### config.mk
export PLATFORM = sky130hd
export DESIGN_NAME = fir_filter_param_flat
export DESIGN_NICKNAME = d
export VERILOG_FILES = /design/src/rtl/fir_filter_param_if.sv /design/src/rtl/fir_filter_param.sv /design/src/flat_wrapper.sv
export SDC_FILE = /design/constraint.sdc
export NUM_CORES = 1
export LEC_CHECK = 0
export CAP_MARGIN = 20
export CORE_MARGIN = 2
export CORE_UTILIZATION = 50
export DETAILED_ROUTE_END_ITERATION = 10
export PLACE_DENSITY = 0.7
export SLEW_MARGIN = 20
export SYNTH_ARGS = -nofsm -noshare
export SYNTH_HDL_FRONTEND = slang
export SYNTH_SLANG_ARGS = --single-unit
### constraint.sdc
create_clock -name clk -period 3.57 [get_ports clk]
set_clock_uncertainty 0.1 [all_clocks]
set_input_delay 0.714 -clock clk [delete_from_list [all_inputs] [get_ports clk]]
set_output_delay 0.714 -clock clk [all_outputs]
set_load 0.01 [all_outputs]
### src/rtl/fir_filter_param_if.sv
// Sample, result, flush and coefficient-load signals of fir_filter_param.
// master drives samples and coefficients; slave is the filter.
interface fir_filter_param_if #(
   parameter int unsigned DW   = 8,
   parameter int unsigned CW   = 3,
   parameter int unsigned OUTW = 10
);
   logic            clr;
   logic            in_valid;
   logic            in_ready;
   logic [DW-1:0]   x;
   logic            coef_we;
   logic [3:0]      coef_addr;
   logic [CW-1:0]   coef_data;
   logic [OUTW-1:0] dataout;
   logic            out_valid;
   logic            out_ready;
   logic            primed;

   modport master (
      output clr, in_valid, x, coef_we, coef_addr, coef_data, out_ready,
      input  in_ready, dataout, out_valid, primed
   );

   modport slave (
      input  clr, in_valid, x, coef_we, coef_addr, coef_data, out_ready,
      output in_ready, dataout, out_valid, primed
   );
endinterface

### src/rtl/fir_filter_param.sv
// Direct-form FIR, NTAPS taps, run-time loadable coefficients, 2-stage pipeline with backpressure.
// Define FIR_SAT_EN to clamp the output to 2^OUTW-1 instead of wrapping.
module fir_filter_param #(
   parameter int unsigned DW    = 8,
   parameter int unsigned CW    = 3,
   parameter int unsigned NTAPS = 5,
   parameter int unsigned OUTW  = 10,
   parameter int unsigned C0    = 5,
   parameter int unsigned C1    = 4,
   parameter int unsigned C2    = 3,
   parameter int unsigned C3    = 2,
   parameter int unsigned C4    = 1,
   parameter int unsigned C5    = 0,
   parameter int unsigned C6    = 0,
   parameter int unsigned C7    = 0,
   parameter int unsigned C8    = 0,
   parameter int unsigned C9    = 0,
   parameter int unsigned C10   = 0,
   parameter int unsigned C11   = 0,
   parameter int unsigned C12   = 0,
   parameter int unsigned C13   = 0,
   parameter int unsigned C14   = 0,
   parameter int unsigned C15   = 0
) (
   input  logic              clk,
   input  logic              rst,
   fir_filter_param_if.slave bus
);
   localparam int unsigned PW = DW + CW;
   localparam int unsigned FW = DW + CW + $clog2(NTAPS);
   localparam int unsigned SW = (FW > OUTW) ? FW : OUTW;
   localparam int unsigned NW = $clog2(NTAPS + 1);
   localparam int unsigned CInit [16] = '{C0, C1, C2, C3, C4, C5, C6, C7,
                                          C8, C9, C10, C11, C12, C13, C14, C15};
   localparam logic [SW-1:0] OutMax = (SW'(1) << OUTW) - SW'(1);

   logic [DW-1:0]   tap_q   [NTAPS];
   logic [DW-1:0]   tap_d   [NTAPS];
   logic [DW-1:0]   newtap  [NTAPS];
   logic [CW-1:0]   coef_q  [NTAPS];
   logic [CW-1:0]   coef_d  [NTAPS];
   logic [PW-1:0]   prod_q  [NTAPS];
   logic [PW-1:0]   prod_d  [NTAPS];
   logic            p_valid_q, p_valid_d;
   logic [OUTW-1:0] dataout_q, dataout_d;
   logic            out_valid_q, out_valid_d;
   logic [NW-1:0]   cnt_q, cnt_d;
   logic            stall;
   logic            accept;
   logic [FW-1:0]   sum;
   logic [SW-1:0]   sum_ext;
   logic [OUTW-1:0] sum_red;

   assign stall        = out_valid_q & ~bus.out_ready;
   assign bus.in_ready = ~stall & ~rst;
   assign accept       = bus.in_valid & bus.in_ready;

   assign bus.dataout   = dataout_q;
   assign bus.out_valid = out_valid_q;
   assign bus.primed    = (cnt_q == NW'(NTAPS));

   // Delay-line contents as they will be after this edge's shift.
   always_comb begin
      newtap[0] = bus.x;
      for (int k = 1; k < NTAPS; k++) begin
         newtap[k] = tap_q[k-1];
      end
   end

   // Stage 1: shift and multiply, using coefficients as they stand before this edge.
   always_comb begin
      tap_d     = tap_q;
      prod_d    = prod_q;
      p_valid_d = p_valid_q;
      if (bus.clr) begin
         for (int k = 0; k < NTAPS; k++) begin
            tap_d[k]  = '0;
            prod_d[k] = '0;
         end
         p_valid_d = 1'b0;
      end else if (accept) begin
         for (int k = 0; k < NTAPS; k++) begin
            tap_d[k]  = newtap[k];
            prod_d[k] = PW'(newtap[k]) * PW'(coef_q[k]);
         end
         p_valid_d = 1'b1;
      end else if (!stall) begin
         p_valid_d = 1'b0;
      end
   end

   always_comb begin
      sum = '0;
      for (int k = 0; k < NTAPS; k++) begin
         sum = sum + FW'(prod_q[k]);
      end
   end

   assign sum_ext = SW'(sum);

`ifdef FIR_SAT_EN
   assign sum_red = (sum_ext > OutMax) ? OutMax[OUTW-1:0] : sum_ext[OUTW-1:0];
`else
   assign sum_red = sum_ext[OUTW-1:0];
`endif

   // Stage 2: reduce and present; frozen while downstream holds off.
   always_comb begin
      dataout_d   = dataout_q;
      out_valid_d = out_valid_q;
      if (bus.clr) begin
         dataout_d   = '0;
         out_valid_d = 1'b0;
      end else if (!stall) begin
         dataout_d   = sum_red;
         out_valid_d = p_valid_q;
      end
   end

   // Coefficient writes are independent of clr; out-of-range indices match nothing.
   always_comb begin
      coef_d = coef_q;
      if (bus.coef_we) begin
         for (int k = 0; k < NTAPS; k++) begin
            if (bus.coef_addr == 4'(k)) begin
               coef_d[k] = bus.coef_data;
            end
         end
      end
   end

   always_comb begin
      cnt_d = cnt_q;
      if (bus.clr) begin
         cnt_d = '0;
      end else if (accept && (cnt_q != NW'(NTAPS))) begin
         cnt_d = cnt_q + NW'(1);
      end
   end

   always_ff @(posedge clk or posedge rst) begin
      if (rst) begin
         for (int k = 0; k < NTAPS; k++) begin
            tap_q[k]  <= '0;
            prod_q[k] <= '0;
            coef_q[k] <= CW'(CInit[k]);
         end
         p_valid_q   <= 1'b0;
         dataout_q   <= '0;
         out_valid_q <= 1'b0;
         cnt_q       <= '0;
      end else begin
         tap_q       <= tap_d;
         prod_q      <= prod_d;
         coef_q      <= coef_d;
         p_valid_q   <= p_valid_d;
         dataout_q   <= dataout_d;
         out_valid_q <= out_valid_d;
         cnt_q       <= cnt_d;
      end
   end
endmodule

### src/flat_wrapper.sv
// flat-port wrapper written by rule: the top's interface ports become plain ports
module fir_filter_param_flat 
#(
   parameter int unsigned DW    = 8,
   parameter int unsigned CW    = 3,
   parameter int unsigned NTAPS = 5,
   parameter int unsigned OUTW  = 10,
   parameter int unsigned C0    = 5,
   parameter int unsigned C1    = 4,
   parameter int unsigned C2    = 3,
   parameter int unsigned C3    = 2,
   parameter int unsigned C4    = 1,
   parameter int unsigned C5    = 0,
   parameter int unsigned C6    = 0,
   parameter int unsigned C7    = 0,
   parameter int unsigned C8    = 0,
   parameter int unsigned C9    = 0,
   parameter int unsigned C10   = 0,
   parameter int unsigned C11   = 0,
   parameter int unsigned C12   = 0,
   parameter int unsigned C13   = 0,
   parameter int unsigned C14   = 0,
   parameter int unsigned C15   = 0
)
  (clk, rst, bus_clr, bus_in_valid, bus_x, bus_coef_we, bus_coef_addr, bus_coef_data, bus_out_ready, bus_in_ready, bus_dataout, bus_out_valid, bus_primed);
  fir_filter_param_if #(.DW(DW), .CW(CW), .OUTW(OUTW)) bus_i ();
  input  logic clk;
  input  logic rst;
  input wire logic [$bits(bus_i.clr)-1:0] bus_clr;
  input wire logic [$bits(bus_i.in_valid)-1:0] bus_in_valid;
  input wire logic [$bits(bus_i.x)-1:0] bus_x;
  input wire logic [$bits(bus_i.coef_we)-1:0] bus_coef_we;
  input wire logic [$bits(bus_i.coef_addr)-1:0] bus_coef_addr;
  input wire logic [$bits(bus_i.coef_data)-1:0] bus_coef_data;
  input wire logic [$bits(bus_i.out_ready)-1:0] bus_out_ready;
  output wire logic [$bits(bus_i.in_ready)-1:0] bus_in_ready;
  output wire logic [$bits(bus_i.dataout)-1:0] bus_dataout;
  output wire logic [$bits(bus_i.out_valid)-1:0] bus_out_valid;
  output wire logic [$bits(bus_i.primed)-1:0] bus_primed;
  assign bus_i.clr = bus_clr;
  assign bus_i.in_valid = bus_in_valid;
  assign bus_i.x = bus_x;
  assign bus_i.coef_we = bus_coef_we;
  assign bus_i.coef_addr = bus_coef_addr;
  assign bus_i.coef_data = bus_coef_data;
  assign bus_i.out_ready = bus_out_ready;
  assign bus_in_ready = bus_i.in_ready;
  assign bus_dataout = bus_i.dataout;
  assign bus_out_valid = bus_i.out_valid;
  assign bus_primed = bus_i.primed;
  fir_filter_param #(.DW(DW), .CW(CW), .NTAPS(NTAPS), .OUTW(OUTW), .C0(C0), .C1(C1), .C2(C2), .C3(C3), .C4(C4), .C5(C5), .C6(C6), .C7(C7), .C8(C8), .C9(C9), .C10(C10), .C11(C11), .C12(C12), .C13(C13), .C14(C14), .C15(C15)) u_core (.clk(clk), .rst(rst), .bus(bus_i));
endmodule
==> metrics.md, run 1 <==
| Metric | Value |
|---|---|
| Status | `finished, final reports clean` |
| Stages on the worst setup path | `14` |
| DP HPWL | `12400 um` |
| Routed len/inst | `15.1 um` |
| Antenna Cells | `0` |
| Die height | `132 um` |
| Initial DRC count | `270` |
| Hold_buf cts | `0` |
| Vias in the first global route | `between 5000 and 6000` |
| Critical Path Sink Type | `flop` |
| Synthesized area per cell | `between 9 and 10 sq um` |
| Setup Viol. Count Final | `0` |
| Crit-path max FO | `3` |
| Most frequent CP cell | `fa_1` |
| Max-Cap Viols | `0` |
| Detailed Routing Iterations Pass 1 | `4` |
| Number of cells on the worst reg-to-reg path | `14` |
| Syn Inst Count | `between 800 and 900` |
| Slew margin rel. | `roughly 54%` |
| Placed inst area | `approximately 0.0088 sq mm` |
| Num CTS Buffers | `9` |
| Setup Crit Path Kind | `reg -> reg` |
| CTS Sinks | `approximately 110` |
| Tcrit/Tclk final | `between 90% and 100%` |
| Hold path cells | `1` |
| Die area | `0.0174 sq mm` |
| Worst path top cell family by delay | `adder cells` |
| Gr ovfl total | `0` |
| PortBufs | `33` |
| Mapped cell area | `between 0.008 and 0.009 sq mm` |
| CP Launch Point | `u_core.prod_q[2]` |
| Fill count | `roughly 1400` |
| Worst path max stage delay | `between 500 and 600 ps` |
| Clk slew on worst S/H paths | `70 ps` |
| Syn_nets | `between 900 and 1000` |
| Pwr per Cell Area | `about 340 mW/mm^2` |
| Final Non-Filler Cells | `around 1100` |
| Design area | `around 0.0093 sq mm` |
| Fmax | `around 280 MHz` |
| Vias post-DR | `approximately 5700` |
| Sequence of cells on the critical path | `inv_2 > fa_1 > inv_2 > fa_1 > inv_1 > fa_1 > inv_1 > ha_1 > a21o_1 > a21oi_4 > o21bai_1 > a21oi_2 > nor4_1 > a311o_1` |
| Io pins | `34` |
| Final WL | `around 16000 um` |
| Max IR drop VDD | `0.302 mV` |
| Core Box Area | `between 0.015 and 0.02 sq mm` |
| Synth warnings | `0` |
| Num rows | `46` |
| Area Overhead vs Synth | `13.6%` |
| Design Power | `between 3 and 4 mW` |
| Worst hold path type | `reg -> reg` |
| NumNets Final | `roughly 1000` |
| Static leakage | `about 4.7 nW` |
| Largest net degree at the start of global routing | `84` |
| Final Hold Fails | `0` |
| First-pass GRT wire length | `28800 um` |
| Yosys cell types | `36` |
| Startpoint class of the critical path | `flop` |
| Crit-path slowest cell | `fa_1` |
| Hold wc startpoint | `u_core.p_valid_q` |
| Clock Latency Late Sink | `360 ps` |
| RSZ-0062 raised after global routing | `true` |
| DRC | `0` |
| H-tree levels | `3` |
| Initial Util | `51.3%` |
| WP data required | `3720 ps` |
| Via-to-Cell Ratio | `approximately 5.2` |
| CTS max path bufs | `2` |
| # placed instances | `~1100` |
| Final WS setup | `approximately 2.1 ps` |
| Post-route ant nets | `0` |
| FF+latch count, synth | `between 100 and 150` |
| Crit Reg-Reg Startpoint | `u_core.prod_q[2]` |
| Sequential share of the synthesized area | `around 34%` |
| Buf/Inv on CP | `4` |
| Gr usage total | `between 20% and 30%` |
| Root Buffer | `clkbuf_16` |
| Die width | `roughly 130 um` |
| Dpl ws | `-103 ps` |
| Slew Viols, Final | `0` |
| Setup_tns | `0 ps` |
| Initial antenna violation count | `0` |
| CTS tree | `built` |
| Slew @ Worst Pin | `~690 ps` |
| Share of cells above drive strength 1 | `13.6%` |
| CP arrival | `about 3700 ps` |
| Final min period | `3570 ps` |
| Placer Congestion | `between 0.8 and 0.9` |
path summary, 6_finish.rpt:
path / endpoint / slack (ps)
worst max-delay path: u_core.bus.dataout[6] / 2
worst min-delay path: u_core.p_valid_q / 390
worst max register to register: u_core.bus.dataout[6] / 2
worst min register to register: u_core.p_valid_q / 390
max in group asynchronous: u_core.coef_q[6] / 1990
min in group asynchronous: u_core.bus.dataout[7] / 630
through the flow:
step,utilization (%),hold slack [ps]
2_1_floorplan,-,350
3_3_place_gp,55.4,365
3_5_place_dp,55.4,373
4_1_cts,57.6,390
5_1_grt,58.3,414
6_report,58.3,387
power by group:
group / internal [mW] / switching (mW) / leakage (nW) / total (mW)
sequential: 1.36 / 0.131 / 1.52 / 1.49
clock: 0.536 / 0.458 / 0.147 / 0.993
combinational: 0.294 / 0.349 / 3.01 / 0.644
kinds of logic (layout without fill, tap and decap cells):
kind of cell / after synthesis / in the layout / share of synthesized area (%)
adders and majority gates: 118 / 118 / 23.6
DFF: 112 / 112 / 34.3
muxes: 15 / 15 / 2.06
AOI/OAI and AO/OA: 155 / 155 / 15.7
and+or+nand+nor: 188 / 188 / 10.0
xor gates and xnor gates: 49 / 49 / 5.24
buffers and inverters: 190 / 233 / 9.06
per-layer routing:
metal | vias up | global-route usage (%) | part of all wire [%]
met1 | 2775 | 29.5 | 49
li1 | 2765 | - | -
met4 | 0 | 6.82 | 2.8
met3 | 19 | 4.27 | 3.3
met5 | - | 0 | 0
met2 | 98 | 31.4 | 45
what timing repair did:
action                                  in CTS  in global routing
cloned                                       0                  0
gates resized for setup                      7                 20
endpoints found under the setup margin       5                  6
pin swaps                                    8                 17
setup buffers                                1                  9
cells in the final DEF, fill, tap and decap left out, types with 2 or more instances in the layout:
cell and n:
inv_6 2, ha_4 4, nor3_1 12, buf_12 4, dfrtp_1 105, o21ai_1 5
nand2b_4 2, nand2b_1 2, fa_2 2, clkbuf_8 3, a31oi_2 6, nand3_1 2
inv_1 141, buf_4 26, mux2_2 15, nor2_1 28, o21bai_1 11, nand2_1 112
inv_2 12, a32o_1 5, clkbuf_16 9, a21oi_2 17, a21o_1 12, a22o_1 79
a21oi_1 14, and2_1 20, ha_1 52, xor2_1 6, dfstp_2 7, xnor2_1 43
clkdlybuf4s50_1 33, fa_1 59
synth_stat cells:
master,count,area (sq um)
dfstp_2,7,184
buf_2,23,115
o21ai_1,6,30.0
ha_1,57,713
a32o_1,5,50.1
nand4b_1,1,8.76
xor2_1,6,52.6
nand2_1,112,420
and2_1,20,125
nor2_1,28,105
fa_1,61,1220
mux2_2,15,169
nand3_1,2,10.0
a22o_1,79,692
and3_1,2,12.5
clkbuf_1,13,48.8
and4_1,1,8.76
nor4_1,1,6.26
nand2b_1,4,25.0
o21a_1,1,7.51
a311o_1,1,10.0
xnor2_1,43,377
inv_1,154,578
a21oi_1,15,75.1
a31oi_2,6,75.1
nor2b_1,1,6.26
dfrtp_1,105,2630
o21bai_1,11,82.6
a211oi_1,1,7.51
a21oi_2,17,149
nor2_4,1,11.3
nor3_1,13,65.1
nand3b_1,1,7.51
nor3b_1,1,7.51
a211oi_2,1,12.5
a21o_1,12,90.1
flip-flops by register name, summed over array words and instances (netlist names):
name and cells:
u_core.bus.dataout 10, u_core.bus.out_valid 1, u_core.cnt_q 3, u_core.coef_q 15
u_core.newtap 32, u_core.p_valid_q 1, u_core.prod_q 50
final cells by class:
type | count | area (sq um) | area share, %
repair buffers | 63 | 606 | 6.51
inverters | 154 | 582 | 6.26
clock buffers | 13 | 270 | 2.91
well taps | 216 | 270 | 2.91
clock inverters | 3 | 22.5 | 0.242
flip-flops and latches | 112 | 2810 | 30.2
multi-input cells | 525 | 4740 | 50.9
No activity file was read; power rests on OpenSTA's default activity.
==> inputs of run 2 (changes only) <==
--- a/config.mk
+++ b/config.mk
@@ -7,9 +7,9 @@
 export LEC_CHECK = 0
 export CAP_MARGIN = 20
 export CORE_MARGIN = 2
-export CORE_UTILIZATION = 50
+export CORE_UTILIZATION = 56
 export DETAILED_ROUTE_END_ITERATION = 10
-export PLACE_DENSITY = 0.7
+export PLACE_DENSITY = 0.77
 export SLEW_MARGIN = 20
 export SYNTH_ARGS = -nofsm -noshare
 export SYNTH_HDL_FRONTEND = slang
==> run 2 against run 1 <==
The run now ends with negative setup slack left. First-iteration DRC count up 20%. Die area down 10%. Total power up 0.19%. Critical path depth unchanged. Global-route usage up 1.9 points. Sequential share of layout area up 0.20 points. Worst hold slack worse by 8.3 ps. Critical endpoint unchanged. Largest cell class unchanged. Largest power group unchanged.
==> metrics.md, run 2 (synthesis results as in run 1) <==
| Metric | Value |
|---|---|
| Max-Cap Viols | `0 (unchanged)` |
| Commonest non-fill, non-tap cell in the layout | `inv_1 (unchanged)` |
| First-pass GRT wire length | `28300 um (was 28800 um)` |
| WP data required | `3720 ps (about the same)` |
| DP HPWL | `11900 um (was 12400 um)` |
| Final min period | `3630 ps (was 3570 ps)` |
| Crit Reg-Reg Startpoint | `u_core.prod_q[24] (was u_core.prod_q[2])` |
| Die width | `125 um (was 132 um)` |
| Largest net degree at the start of global routing | `84 (unchanged)` |
| Num rows | `44 (was 46)` |
| Power share of the sequential group | `47.7% (was 47.6%)` |
| Vias in the first global route | `5750 (was 5693)` |
| Worst path max stage delay | `540 ps (about the same)` |
| Gr ovfl total | `0 (unchanged)` |
| Die height | `125 um (was 132 um)` |
| Tcrit/Tclk final | `102% (was 99.9%)` |
| Hold wc startpoint | `u_core.p_valid_q (unchanged)` |
| Worst hold path type | `reg -> reg (unchanged)` |
| Most frequent CP cell | `fa_1 (unchanged)` |
| Clk slew on worst S/H paths | `70 ps (about the same)` |
| Final WS setup | `-58.5 ps (was 2.10 ps)` |
| Initial antenna violation count | `0 (unchanged)` |
| Failing checks | `negative setup slack` |
| Max IR drop VDD | `0.349 mV (was 0.302 mV)` |
| Number of cells on the worst reg-to-reg path | `14 (unchanged)` |
| Core Box Area | `0.0144 sq mm (was 0.0159 sq mm)` |
| Hold path cells | `1 (unchanged)` |
| Sequence of cells on the critical path | `inv_2 > fa_1 > inv_2 > fa_1 > inv_1 > fa_1 > inv_1 > ha_1 > a21o_1 > a21oi_2 > o21bai_1 > a21oi_2 > nor4_2 > a311o_1 (was inv_2 > fa_1 > inv_2 > fa_1 > inv_1 > fa_1 > inv_1 > ha_1 > a21o_1 > a21oi_4 > o21bai_1 > a21oi_2 > nor4_1 > a311o_1)` |
| CTS max path bufs | `2 (unchanged)` |
| Internal | `2.19 mW (about the same)` |
| Via-to-Cell Ratio | `5.39 (was 5.21)` |
| Setup Crit Path Kind | `reg -> reg (unchanged)` |
| Initial DRC count | `323 (was 270)` |
| Stages on the worst setup path | `14 (unchanged)` |
| Antenna Cells | `0 (unchanged)` |
| Final WL | `16400 um (about the same)` |
| Gr usage total | `22.4% (was 20.6%)` |
| CP arrival | `3780 ps (was 3720 ps)` |
| Worst path top cell family by delay | `adder cells (unchanged)` |
| # placed instances | `1028 (was 1060)` |
| Startpoint class of the critical path | `flop (unchanged)` |
| H-tree levels | `3 (unchanged)` |
| Vias post-DR | `5681 (was 5657)` |
| Initial Util | `56.8% (was 51.3%)` |
| Detailed Routing Iterations Pass 1 | `4 (unchanged)` |
| Combinational Power Share | `20.3% (was 20.6%)` |
| RR Endpoint | `u_core.bus.dataout[6] (unchanged)` |
| NumNets Final | `1004 (unchanged)` |
| Share of cells above drive strength 1 | `13.2% (was 13.6%)` |
| Largest Register | `u_core.prod_q (unchanged)` |
| CTS Sinks | `112 (unchanged)` |
| Final Non-Filler Cells | `1054 (was 1086)` |
| CTS tree | `built (unchanged)` |
| RSZ-0062 raised after global routing | `true (unchanged)` |
| DRC | `0 (unchanged)` |
| Num CTS Buffers | `9 (unchanged)` |
| Max FFs per register | `50 (unchanged)` |
| Post-route ant nets | `0 (unchanged)` |
| Buf/Inv on CP | `4 (unchanged)` |
| Root Buffer | `clkbuf_16 (unchanged)` |
| Switch share | `30.0% (about the same)` |
| Hold Path Sink | `u_core.p_valid_q (unchanged)` |
| Crit-path slowest cell | `fa_1 (unchanged)` |
| Clk pwr share | `32.0% (was 31.8%)` |
| Placer Congestion | `0.811 (was 0.800)` |
| Routed len/inst | `15.6 um (was 15.1 um)` |
| PortBufs | `33 (unchanged)` |
| Status | `finished, violations left (was finished, final reports clean)` |
| Io pins | `34 (unchanged)` |
| Area Overhead vs Synth | `12.9% (was 13.6%)` |
| Die area | `0.0156 sq mm (was 0.0174 sq mm)` |
| Crit-path max FO | `3 (unchanged)` |
| Final core occ | `64.1% (was 58.3%)` |
| P_sw | `938 uW (about the same)` |
| Slew @ Worst Pin | `571 ps (was 688 ps)` |
| Slew Viols, Final | `0 (unchanged)` |
| Fmax | `276 MHz (was 280 MHz)` |
| Final Hold Fails | `0 (unchanged)` |
| CP Launch Point | `u_core.prod_q[24] (was u_core.prod_q[2])` |
| Clock Latency Late Sink | `360 ps (about the same)` |
| Pwr per Cell Area | `339 mW/mm^2 (was 336 mW/mm^2)` |
| Slew margin rel. | `61.9% (was 54.0%)` |
| Commonest non-fill, non-tap cells in the layout | `inv_1 (143), nand2_1 (112), dfrtp_1 (105) (was inv_1 (141), nand2_1 (112), dfrtp_1 (105))` |
| Static leakage | `4.67 nW (about the same)` |
| Critical Path Sink Type | `flop (unchanged)` |
| Setup Viol. Count Final | `1 (was 0)` |
| R2R setup slack | `-60 ps (was 2 ps)` |
==> run 2: cell count changes in the layout (fill, tap and decap cells not counted), moves of 2 or more <==
cell      previous run  this run
inv_2               12        10
inv_1              141       143
inv_6                2         0
clkbuf_8             3         0
a21oi_2             17        19
clkinv_2             1         3
clkbuf_1             1         3
==> run 2: final cells by class <==
cell class	count	area (sq um)
tap	184	230
timing repair buffer	63	593
multi-input combinational	525	4740
clock buffer	12	236
sequential	112	2810
clock inverter	4	45.0
fill	1164	5180
inverter	154	582
==> run 2: per-layer routing <==
metal | vias to the layer above | global-route usage [%] | wire (um)
met3 | 29 | 4.90 | 475
met5 | - | 0 | 0
met2 | 100 | 35.1 | 7740
met4 | 0 | 6.47 | 431
li1 | 2754 | - | -
met1 | 2798 | 32.0 | 7800
==> run 2: power by group through the flow <==
stage	registers, mW	clock network [mW]	logic, mW
2_1_floorplan	1.41	0	0.508
3_3_place_gp	1.51	0	0.593
3_5_place_dp	1.52	0	0.608
4_1_cts	1.49	1.02	0.620
5_1_grt	1.51	1.07	0.716
6_report	1.49	1.00	0.634
==> run 2: metrics by stage <==
stage / hold WS [ps] / setup TNS [ps] / area, sq um / setup slack, ps / power, mW
after global placement: 361 / -86.0 / 8780 / -47.4 / 2.11
final: 378 / -58.5 / 9240 / -58.5 / 3.13
after CTS: 382 / 0 / 9120 / 13.4 / 3.13
after floorplan: 350 / 0 / 8190 / 5.77 / 1.92
after global routing: 420 / -598 / 9240 / -194 / 3.30
after detailed placement: 367 / -269 / 8780 / -102 / 2.12
==> run 2: repair_timing <==
action | CTS | global route
hold buffers | 0 | 0
setup endpoints to repair | 5 | 5
buffers inserted | 4 | 6
gates resized for setup | 5 | 19
pin swaps | 11 | 16
==> run 2: how the worst max path moves through the flow <==
stage                                 end  slack, ps
floorplan           u_core.bus.dataout[6]          6
global placement    u_core.bus.dataout[9]        -50
detailed placement  u_core.bus.dataout[9]       -100
CTS                 u_core.bus.dataout[7]         10
global route        u_core.bus.dataout[6]       -190
finish              u_core.bus.dataout[6]        -60
==> inputs of run 3 (changes only) <==
--- a/config.mk
+++ b/config.mk
@@ -10,6 +10,8 @@
 export CORE_UTILIZATION = 56
 export DETAILED_ROUTE_END_ITERATION = 10
 export PLACE_DENSITY = 0.77
+export REMOVE_ABC_BUFFERS = 1
+export SKIP_CTS_REPAIR_TIMING = 1
 export SLEW_MARGIN = 20
 export SYNTH_ARGS = -nofsm -noshare
 export SYNTH_HDL_FRONTEND = slang
==> run 3 against run 2 <==
The run now ends clean. Utilization is 0.41 points lower. Worst hold slack better by 6.2 ps. Via count fell by 0.37%. Final cell count decreased by 0.57%. Clock power down 4%. Wire length down 0.97%. Register-to-register slack better by 130 ps. Non-clock buffer count fell by 5. Largest power group unchanged.
==> metrics.md, run 3 (synthesis results as in run 1) <==
| Metric | Value |
|---|---|
| Status | `finished, final reports clean (was finished, violations left)` |
| Final min period | `3500 ps (was 3630 ps)` |
| PortBufs | `33 (unchanged)` |
| Internal | `2.14 mW (was 2.19 mW)` |
| Most frequent CP cell | `fa_1 (unchanged)` |
| Core Box Area | `0.0144 sq mm (unchanged)` |
| CTS Sinks | `112 (unchanged)` |
| Crit-path max FO | `3 (unchanged)` |
| Area Overhead vs Synth | `12.2% (was 12.9%)` |
| Antenna Cells | `0 (unchanged)` |
| First-pass GRT wire length | `28300 um (about the same)` |
| Root Buffer | `clkbuf_16 (unchanged)` |
| Die width | `125 um (unchanged)` |
| CP arrival | `3640 ps (was 3780 ps)` |
| Pwr per Cell Area | `336 mW/mm^2 (was 339 mW/mm^2)` |
| Setup Viol. Count Final | `0 (was 1)` |
| Placer Congestion | `0.833 (was 0.811)` |
| P_sw | `944 uW (was 938 uW)` |
| Slew Viols, Final | `0 (unchanged)` |
| Hold Path Sink | `u_core.p_valid_q (unchanged)` |
| R2R setup slack | `70 ps (was -60 ps)` |
| Commonest non-fill, non-tap cells in the layout | `inv_1 (148), nand2_1 (112), dfrtp_1 (105) (was inv_1 (143), nand2_1 (112), dfrtp_1 (105))` |
| Gr usage total | `22.3% (was 22.4%)` |
| Met2 global-route usage | `36.0% (was 35.1%)` |
| Via-to-Cell Ratio | `5.40 (was 5.39)` |
| Fmax | `286 MHz (was 276 MHz)` |
| M3 GR Usage | `3.82% (was 4.90%)` |
| Initial Util | `56.8% (unchanged)` |
| CTS tree | `built (unchanged)` |
| Io pins | `34 (unchanged)` |
| Worst hold path type | `reg -> reg (unchanged)` |
| Max IR drop VDD | `0.393 mV (was 0.349 mV)` |
| DRC | `0 (unchanged)` |
| Share of cells above drive strength 1 | `12.2% (was 13.2%)` |
| Register Area | `0.00281 sq mm (unchanged)` |
| Number of cells on the worst reg-to-reg path | `14 (unchanged)` |
| Gr ovfl total | `0 (unchanged)` |
| Startpoint class of the critical path | `flop (unchanged)` |
| Setup Crit Path Kind | `reg -> reg (unchanged)` |
| Critical Path Sink Type | `flop (unchanged)` |
| Largest Register | `u_core.prod_q (unchanged)` |
| Num rows | `44 (unchanged)` |
| Clk pwr share | `31.0% (was 32.0%)` |
| RSZ-0062 raised after global routing | `true (unchanged)` |
| Die height | `125 um (unchanged)` |
| H-tree levels | `3 (unchanged)` |
| Initial DRC count | `234 (was 323)` |
| Gr busiest metal | `met2 (unchanged)` |
| Static leakage | `4.64 nW (was 4.67 nW)` |
| Slew @ Worst Pin | `688 ps (was 571 ps)` |
| WP data required | `3710 ps (was 3720 ps)` |
| Hold wc startpoint | `u_core.p_valid_q (unchanged)` |
| Worst path max stage delay | `540 ps (about the same)` |
| Placed inst area | `0.00878 sq mm (about the same)` |
| Design area | `0.00918 sq mm (was 0.00924 sq mm)` |
| Crit Reg-Reg Startpoint | `u_core.prod_q[24] (unchanged)` |
| Num CTS Buffers | `9 (unchanged)` |
| RR Endpoint | `u_core.bus.dataout[6] (unchanged)` |
| Final WL | `16300 um (was 16400 um)` |
| Combinational Power Share | `20.5% (was 20.3%)` |
| DP HPWL | `12200 um (was 11900 um)` |
| NumNets Final | `999 (was 1004)` |
| CTS max path bufs | `2 (unchanged)` |
| Post-route ant nets | `0 (unchanged)` |
| Setup_tns | `0 ps (was -58.5 ps)` |
| Crit-path slowest cell | `fa_1 (unchanged)` |
| Detailed Routing Iterations Pass 1 | `5 (was 4)` |
| Initial antenna violation count | `0 (unchanged)` |
| Vias in the first global route | `5720 (was 5750)` |
| Clock Latency Late Sink | `360 ps (about the same)` |
| Multi-input gate area | `0.00473 sq mm (was 0.00474 sq mm)` |
| Largest net degree at the start of global routing | `84 (unchanged)` |
| Fill count | `1180 (was 1164)` |
| Final Hold Fails | `0 (unchanged)` |
| Commonest non-fill, non-tap cell in the layout | `inv_1 (unchanged)` |
| Clk slew on worst S/H paths | `70 ps (about the same)` |
| Die area | `0.0156 sq mm (unchanged)` |
| Met1 Track Usage GR | `31.7% (was 32.0%)` |
| Max FFs per register | `50 (unchanged)` |
| Sequence of cells on the critical path | `inv_2 > fa_1 > inv_2 > fa_1 > inv_1 > fa_1 > inv_1 > ha_1 > a21o_1 > a21oi_2 > o21bai_1 > a21oi_2 > nor4_2 > a311o_1 (unchanged)` |
| Power share of the sequential group | `48.5% (was 47.7%)` |
| Tcrit/Tclk final | `98.0% (was 102%)` |
| Hold path cells | `1 (unchanged)` |
| Max-Cap Viols | `0 (unchanged)` |
| Switch share | `30.6% (was 30.0%)` |
| Vias post-DR | `5660 (was 5681)` |
| Routed len/inst | `15.5 um (was 15.6 um)` |
| Slew margin rel. | `54.2% (was 61.9%)` |
[run 3: changes by cell type in the layout (fill, tap and decap cells not counted), moves of 2 or more]
cell and change:
inv_6 +2, buf_4 -5, clkbuf_1 -2, inv_1 +5
inv_2 -5
[run 3: final cells by class]
cell class | instances | share of cell area [%]
clock buffers | 11 | 2.64
clock inverters | 4 | 0.300
inverters | 154 | 6.32
multi-input cells | 525 | 51.6
flip-flops and latches | 112 | 30.6
well taps | 184 | 2.51
repair buffers | 58 | 6.05
[run 3: how the worst max path moves through the flow]
stage                     cells past startpoint  slack (ps)               from               endpoint
after floorplan                               3       -2190      bus_out_ready       u_core.prod_q[0]
after global placement                       14         -40   u_core.prod_q[2]  u_core.bus.dataout[9]
after detailed placement                     14         -80   u_core.prod_q[2]  u_core.bus.dataout[6]
after CTS                                    14        -100   u_core.prod_q[2]  u_core.bus.dataout[6]
after global routing                         14         -60  u_core.prod_q[23]  u_core.bus.dataout[9]
final                                        14          70  u_core.prod_q[24]  u_core.bus.dataout[6]
[run 3: metal layers]
layer,wire [um],part of all wire [%],vias to the layer above
met3,479,2.9,24
met4,289,1.8,0
met5,0,0,-
met2,7830,48,82
met1,7690,47,2812
li1,-,-,2742
[run 3: metrics by stage]
stage                     power, mW  setup WS, ps  cells  hold WS, ps  util [%]
after detailed placement       2.13         -81.6   1028          372      60.9
after global placement         2.11         -39.3   1028          363      60.9
final                          3.09          73.2   1048          385      63.7
after global routing           3.25         -62.3   1048          405      63.7
after floorplan                1.89         -2190    791          350         -
after CTS                      3.09          -100   1043          387      62.7
[run 3: critical path: cells and delay by family, from the launching register on]
family | cells | cell delay (ps)
adder cells (fa/ha/maj) | 4 | 1790
AO/OA/AOI/OAI | 5 | 860
flip-flops | 1 | 370
buffers and inverters | 4 | 190
AND/OR/NAND/NOR | 1 | 60
[run 3: power by group through the flow]
stage          logic (mW)  clock network [mW]  registers [mW]
2_1_floorplan       0.417                   0            1.47
3_3_place_gp        0.598                   0            1.51
3_5_place_dp        0.613                   0            1.52
4_1_cts             0.618               0.974            1.49
5_1_grt             0.716                1.02            1.51
6_report            0.632               0.957            1.50
